File: src/rtl/vga_timing_pkg.sv
// Default VGA raster timing for 640x480 @ 60 Hz, plus a small window-decode helper.
// Per-instance totals are re-derived in the top level from its own parameters.
package vga_timing_pkg;

    localparam int unsigned DEF_H_VISIBLE = 640;
    localparam int unsigned DEF_H_FRONT   = 16;
    localparam int unsigned DEF_H_SYNC    = 96;
    localparam int unsigned DEF_H_BACK    = 48;

    localparam int unsigned DEF_V_VISIBLE = 480;
    localparam int unsigned DEF_V_FRONT   = 10;
    localparam int unsigned DEF_V_SYNC    = 2;
    localparam int unsigned DEF_V_BACK    = 33;

    localparam int unsigned DEF_H_TOTAL =
        DEF_H_VISIBLE + DEF_H_FRONT + DEF_H_SYNC + DEF_H_BACK;
    localparam int unsigned DEF_V_TOTAL =
        DEF_V_VISIBLE + DEF_V_FRONT + DEF_V_SYNC + DEF_V_BACK;

    localparam int unsigned DEF_HS_START = DEF_H_VISIBLE + DEF_H_FRONT;
    localparam int unsigned DEF_HS_END   = DEF_HS_START + DEF_H_SYNC - 1;
    localparam int unsigned DEF_VS_START = DEF_V_VISIBLE + DEF_V_FRONT;
    localparam int unsigned DEF_VS_END   = DEF_VS_START + DEF_V_SYNC - 1;

    // Inclusive range test used for both sync windows.
    function automatic logic in_window(input int unsigned value,
                                       input int unsigned lo,
                                       input int unsigned hi);
        return (value >= lo) && (value <= hi);
    endfunction

endpackage

File: src/rtl/sync_axis_counter.sv
// One raster axis: a wrapping counter that exposes its current and next value.
// The next value lets the parent register decode results aligned with the count.
module sync_axis_counter
    import vga_timing_pkg::*;
#(
    parameter int unsigned W = 10
) (
    input  logic         clk,
    input  logic         rst,
    input  logic         i_advance,
    input  logic [W-1:0] i_limit,
    output logic [W-1:0] o_count,
    output logic [W-1:0] o_count_next,
    output logic         o_at_max
);

    logic [W-1:0] r_count;
    logic [W-1:0] w_count_next;
    logic         w_at_max;

    assign w_at_max = (r_count == i_limit);

    always_comb begin
        w_count_next = r_count;
        if (i_advance) begin
            w_count_next = w_at_max ? '0 : r_count + W'(1);
        end
    end

    always_ff @(posedge clk or negedge rst) begin
        if (!rst) begin
            r_count <= '0;
        end else begin
            r_count <= w_count_next;
        end
    end

    assign o_count      = r_count;
    assign o_count_next = w_count_next;
    assign o_at_max     = w_at_max;

endmodule

File: src/rtl/vga_sync_generator.sv
// Raster timing generator: pixel coordinates, active-low syncs, visible flag and
// line/frame pulses, advanced by an upstream pixel-tick pulse.
module vga_sync_generator
    import vga_timing_pkg::*;
#(
    parameter int unsigned H_VISIBLE = DEF_H_VISIBLE,
    parameter int unsigned H_FRONT   = DEF_H_FRONT,
    parameter int unsigned H_SYNC    = DEF_H_SYNC,
    parameter int unsigned H_BACK    = DEF_H_BACK,
    parameter int unsigned V_VISIBLE = DEF_V_VISIBLE,
    parameter int unsigned V_FRONT   = DEF_V_FRONT,
    parameter int unsigned V_SYNC    = DEF_V_SYNC,
    parameter int unsigned V_BACK    = DEF_V_BACK,
    parameter int unsigned HW        = 10,
    parameter int unsigned VW        = 10
) (
    input  logic          clk,
    input  logic          rst,
    input  logic          pix_tick,
    output logic [HW-1:0] pixel_x,
    output logic [VW-1:0] pixel_y,
    output logic          hsync,
    output logic          vsync,
    output logic          video_on,
    output logic          line_tick,
    output logic          frame_tick
);

    localparam int unsigned H_TOTAL  = H_VISIBLE + H_FRONT + H_SYNC + H_BACK;
    localparam int unsigned V_TOTAL  = V_VISIBLE + V_FRONT + V_SYNC + V_BACK;
    localparam int unsigned HS_START = H_VISIBLE + H_FRONT;
    localparam int unsigned HS_END   = HS_START + H_SYNC - 1;
    localparam int unsigned VS_START = V_VISIBLE + V_FRONT;
    localparam int unsigned VS_END   = VS_START + V_SYNC - 1;

    localparam logic [HW-1:0] H_MAX = HW'(H_TOTAL - 1);
    localparam logic [VW-1:0] V_MAX = VW'(V_TOTAL - 1);

    logic [HW-1:0] w_h_count;
    logic [HW-1:0] w_h_next;
    logic          w_h_at_max;
    logic [VW-1:0] w_v_count;
    logic [VW-1:0] w_v_next;
    logic          w_v_at_max;
    logic          w_v_advance;
    logic          w_line_tick;
    logic          w_frame_tick;

    logic          r_hsync;
    logic          r_vsync;
    logic          r_video_on;

    assign w_v_advance = pix_tick & w_h_at_max;

    sync_axis_counter #(
        .W (HW)
    ) u_h_counter (
        .clk          (clk),
        .rst          (rst),
        .i_advance    (pix_tick),
        .i_limit      (H_MAX),
        .o_count      (w_h_count),
        .o_count_next (w_h_next),
        .o_at_max     (w_h_at_max)
    );

    sync_axis_counter #(
        .W (VW)
    ) u_v_counter (
        .clk          (clk),
        .rst          (rst),
        .i_advance    (w_v_advance),
        .i_limit      (V_MAX),
        .o_count      (w_v_count),
        .o_count_next (w_v_next),
        .o_at_max     (w_v_at_max)
    );

    assign w_line_tick  = w_v_advance;
    assign w_frame_tick = w_line_tick & w_v_at_max;

    // Decode from the next-state counts so the registered flags line up with the
    // coordinates that appear on the same cycle.
    always_ff @(posedge clk or negedge rst) begin
        if (!rst) begin
            r_hsync    <= 1'b1;
            r_vsync    <= 1'b1;
            r_video_on <= 1'b1;
        end else begin
            r_hsync    <= ~in_window(32'(w_h_next), HS_START, HS_END);
            r_vsync    <= ~in_window(32'(w_v_next), VS_START, VS_END);
            r_video_on <= (32'(w_h_next) < H_VISIBLE) && (32'(w_v_next) < V_VISIBLE);
        end
    end

    assign pixel_x    = w_h_count;
    assign pixel_y    = w_v_count;
    assign hsync      = r_hsync;
    assign vsync      = r_vsync;
    assign video_on   = r_video_on;
    assign line_tick  = w_line_tick;
    assign frame_tick = w_frame_tick;

endmodule
File: config.mk
export PLATFORM = sky130hd
export DESIGN_NAME = vga_sync_generator
export DESIGN_NICKNAME = d
export VERILOG_FILES = /design/src/rtl/vga_timing_pkg.sv /design/src/rtl/sync_axis_counter.sv /design/src/rtl/vga_sync_generator.sv
export SDC_FILE = /design/constraint.sdc
export NUM_CORES = 1
export LEC_CHECK = 0
export ABC_AREA = 1
export CORE_ASPECT_RATIO = 0.6
export CORE_MARGIN = 2
export CORE_UTILIZATION = 30
export DETAILED_ROUTE_END_ITERATION = 16
export DONT_BUFFER_PORTS = 1
export SETUP_SLACK_MARGIN = 0.3
export SYNTH_ARGS = -nofsm -noshare
export SYNTH_HDL_FRONTEND = slang
export SYNTH_SLANG_ARGS = --single-unit
File: constraint.sdc
create_clock -name clk -period 2.32 [get_ports clk]
set_clock_uncertainty 0.05 [all_clocks]
set_input_delay 0.58 -clock clk [delete_from_list [all_inputs] [get_ports clk]]
set_output_delay 0.58 -clock clk [all_outputs]
set_load 0.01 [all_outputs]
==> summary.md <==
| Metric | Value |
|---|---|
| Outcome | `finished clean` |
| Rel. slew slack | `0.338` |
| Synthesized Nets | `250` |
| Chip Height | `61.3 microns` |
| Fin nets | `around 270` |
| CP max stage delay | `roughly 0.44 ns` |
| Mapped Area | `1640 sq um` |
| Least-Margin Pin Slew | `0.990 ns` |
| Worst Setup Path Type | `reg -> out` |
| R2R setup slack | `between 0.2 and 0.3 ns` |
| Antenna diode count | `0` |
| Syn Inst Count | `244` |
| Commonest cells after routing, fill and taps aside | `nand2_1 (83), inv_1 (40), nor2_1 (24), nand3_1 (17), buf_4 (15)` |
| Vias per cell | `between 4 and 5` |
| Syn Area/Cell | `6.72 sq um` |
| Initial DRT Pass Iterations | `4` |
| RSZ-0062 raised after global routing | `true` |
| FF-to-FF path depth | `13` |
| Worst hold path type | `in -> async` |
| Latest clock arrival within the worst-skew pair | `0.27 ns` |
| Max VDD drop | `438 uV` |
| Min cycle time layout | `about 2.1 ns` |
| Most common cell after layout, fill and taps aside | `nand2_1` |
| Warnings, synthesis | `0` |
| Final ANT Viol Nets | `0` |
| Worst setup SP type | `flip-flop` |
| Synth-to-Final Area Change | `18.8%` |
| Clk buf depth | `2` |
| Layout cell share with drive strength beyond 1 | `0.260` |
| GP Congestion | `between 0.9 and 1` |
| Placement Setup Slack | `between 0.3 and 0.4 ns` |
| Max frequency | `roughly 480 MHz` |
| Leak Pwr | `0.999 nW` |
| Tcrit/Tclk final | `0.894` |
| Ports | `28` |
| Largest net degree at the start of global routing | `21` |
| Max Cap Viol | `0` |
| Crit path DAT | `around 1.4 ns` |
| Die W | `between 90 and 100 microns` |
| Reg2Reg Launch Point | `u_h_counter.o_count[1]` |
| DRC errors left | `0` |
| Port Buffers | `0` |
| Worst-path fanout max | `4` |
| PwrDens | `between 700 and 800 nW/um^2` |
| CTS tree | `built` |
| Num rows | `20` |
| FF-to-FF End | `u_h_counter.o_count[0]` |
| Detailed Place HPWL | `approximately 3.3 mm` |
| Iter 0 DRT Violations | `100` |
| H-tree depth | `1` |
| Final WS setup | `about 0.25 ns` |
| Core outline area | `approximately 5200 sq um` |
| Global-route usage over all layers | `0.158` |
| Clk slew on worst S/H paths | `~0.090 ns` |
| Initial antenna violation count | `0` |
| Initial Utilization | `0.318` |
| Slew Limit Fails | `0` |
| Clock sinks | `23` |
| Number of global-route vias before repair | `between 1,000 and 1,500` |
| Final WL | `between 4 and 5 mm` |
| Slowest cell on crit path | `dfrtp_2` |
| Fin. Hold Viols | `0` |
| Post-synthesis sequential area ratio | `0.353` |
| Crit path required time | `1.69 ns` |
| Sum of negative setup slack | `0 ns` |
| Die area | `6090 sq um` |
| Clock buffer count from CTS | `3` |
| GR Overflow Total | `0` |
| Critical Path Sink Type | `primary output` |
| Root Buffer | `clkbuf_8` |
| First-pass GRT wire length | `a little over 7 mm` |
| FF+latch count, synth | `23` |
| Average wire per standard cell | `13.9 microns` |
| Routed via count | `1,574` |
| CP Cell Sequence | `ha_4 > inv_4 > nor2_2 > nand3_2 > nor2_4 > and3_4` |
| # setup viols final | `0` |
| Unique cell type count in the Yosys netlist | `28` |
[what timing repair did]
action	in CTS	in global routing
gates cloned	0	0
setup buffers	12	0
setup endpoints to repair	2	5
hold buffers	1	0
gates resized for setup	16	14
hold endpoints to repair	20	0
pin swaps	6	6
[cells by family (layout without fill, tap and decap cells)]
kind of cell,Yosys count,in the layout,share of synthesized area
AOI/OAI and AO/OA,12,12,0.0503
DFF,23,23,0.353
and+or+nand+nor,156,156,0.444
adders and majority gates,3,3,0.0229
buffers and inverters,48,66,0.119
xor gates and xnor gates,2,2,0.0107
[registers in the layout (all words and copies together) (netlist names)]
register,cells
video_on,1
vsync,1
hsync,1
u_h_counter.o_count,10
u_v_counter.o_count,10
[synthesized netlist by cell type (all sizes together)]
cell type  count  area [sq um]
nand2         88           343
inv           45           169
nor2          37           171
dfrtp         20           500
nand3         19           100
nand4          8          86.3
o21ai          6          33.8
a21oi          3          26.3
dfstp          3          78.8
ha             3          37.5
o21bai         3          22.5
buf            2          22.5
nand3b         2          15.0
xor2           2          17.5
and3           1          6.26
clkinv         1          3.75
or2            1          6.26
[worst max-delay path by stage]
stage | start | end
5_1_grt | u_h_counter.o_count[7] | frame_tick
6_report | u_h_counter.o_count[1] | frame_tick
4_1_cts | u_h_counter.o_count[1] | frame_tick
3_3_place_gp | u_v_counter.o_count[0] | video_on
3_5_place_dp | u_h_counter.o_count[1] | frame_tick
2_1_floorplan | u_h_counter.o_count[0] | frame_tick
[metrics by stage]
stage                util  instance area (sq um)  hold WS, ns  power, mW  cells
floorplan               -                   1640        0.234      0.947    244
finish              0.378                   1950       0.0867       1.46    328
CTS                 0.370                   1910       0.0760       1.43    328
detailed placement  0.334                   1720        0.235       1.07    311
global placement    0.334                   1720        0.235       1.07    311
global route        0.378                   1950       0.0595       1.58    328
[worst max-delay path: cells and delay by family (launching register included)]
kind,cells,cell delay (ns)
fa+ha+maj,1,0.17
simple gates,4,0.52
flops,1,0.44
buf+inv,1,0.04
[power breakdown]
part           total [mW]  switching [mW]  internal [mW]
registers           0.654           0.159          0.495
clock network       0.268           0.147          0.122
logic               0.536           0.339          0.197
[metal layers]
layer  track usage  part of all wire
met4        0.0352            0.0050
met1         0.240              0.49
met2         0.221              0.40
met3        0.0454              0.11
met5             0                 0
[layout make-up]
class,count,area [sq um]
Sequential cell,23,593
Clock buffer,3,41.3
Fill cell,530,3210
Tap cell,66,82.6
Multi-Input combinational cell,173,927
Timing Repair Buffer,16,123
Clock inverter,1,7.51
Inverter,46,175
Power figures use the tool's default switching activity.
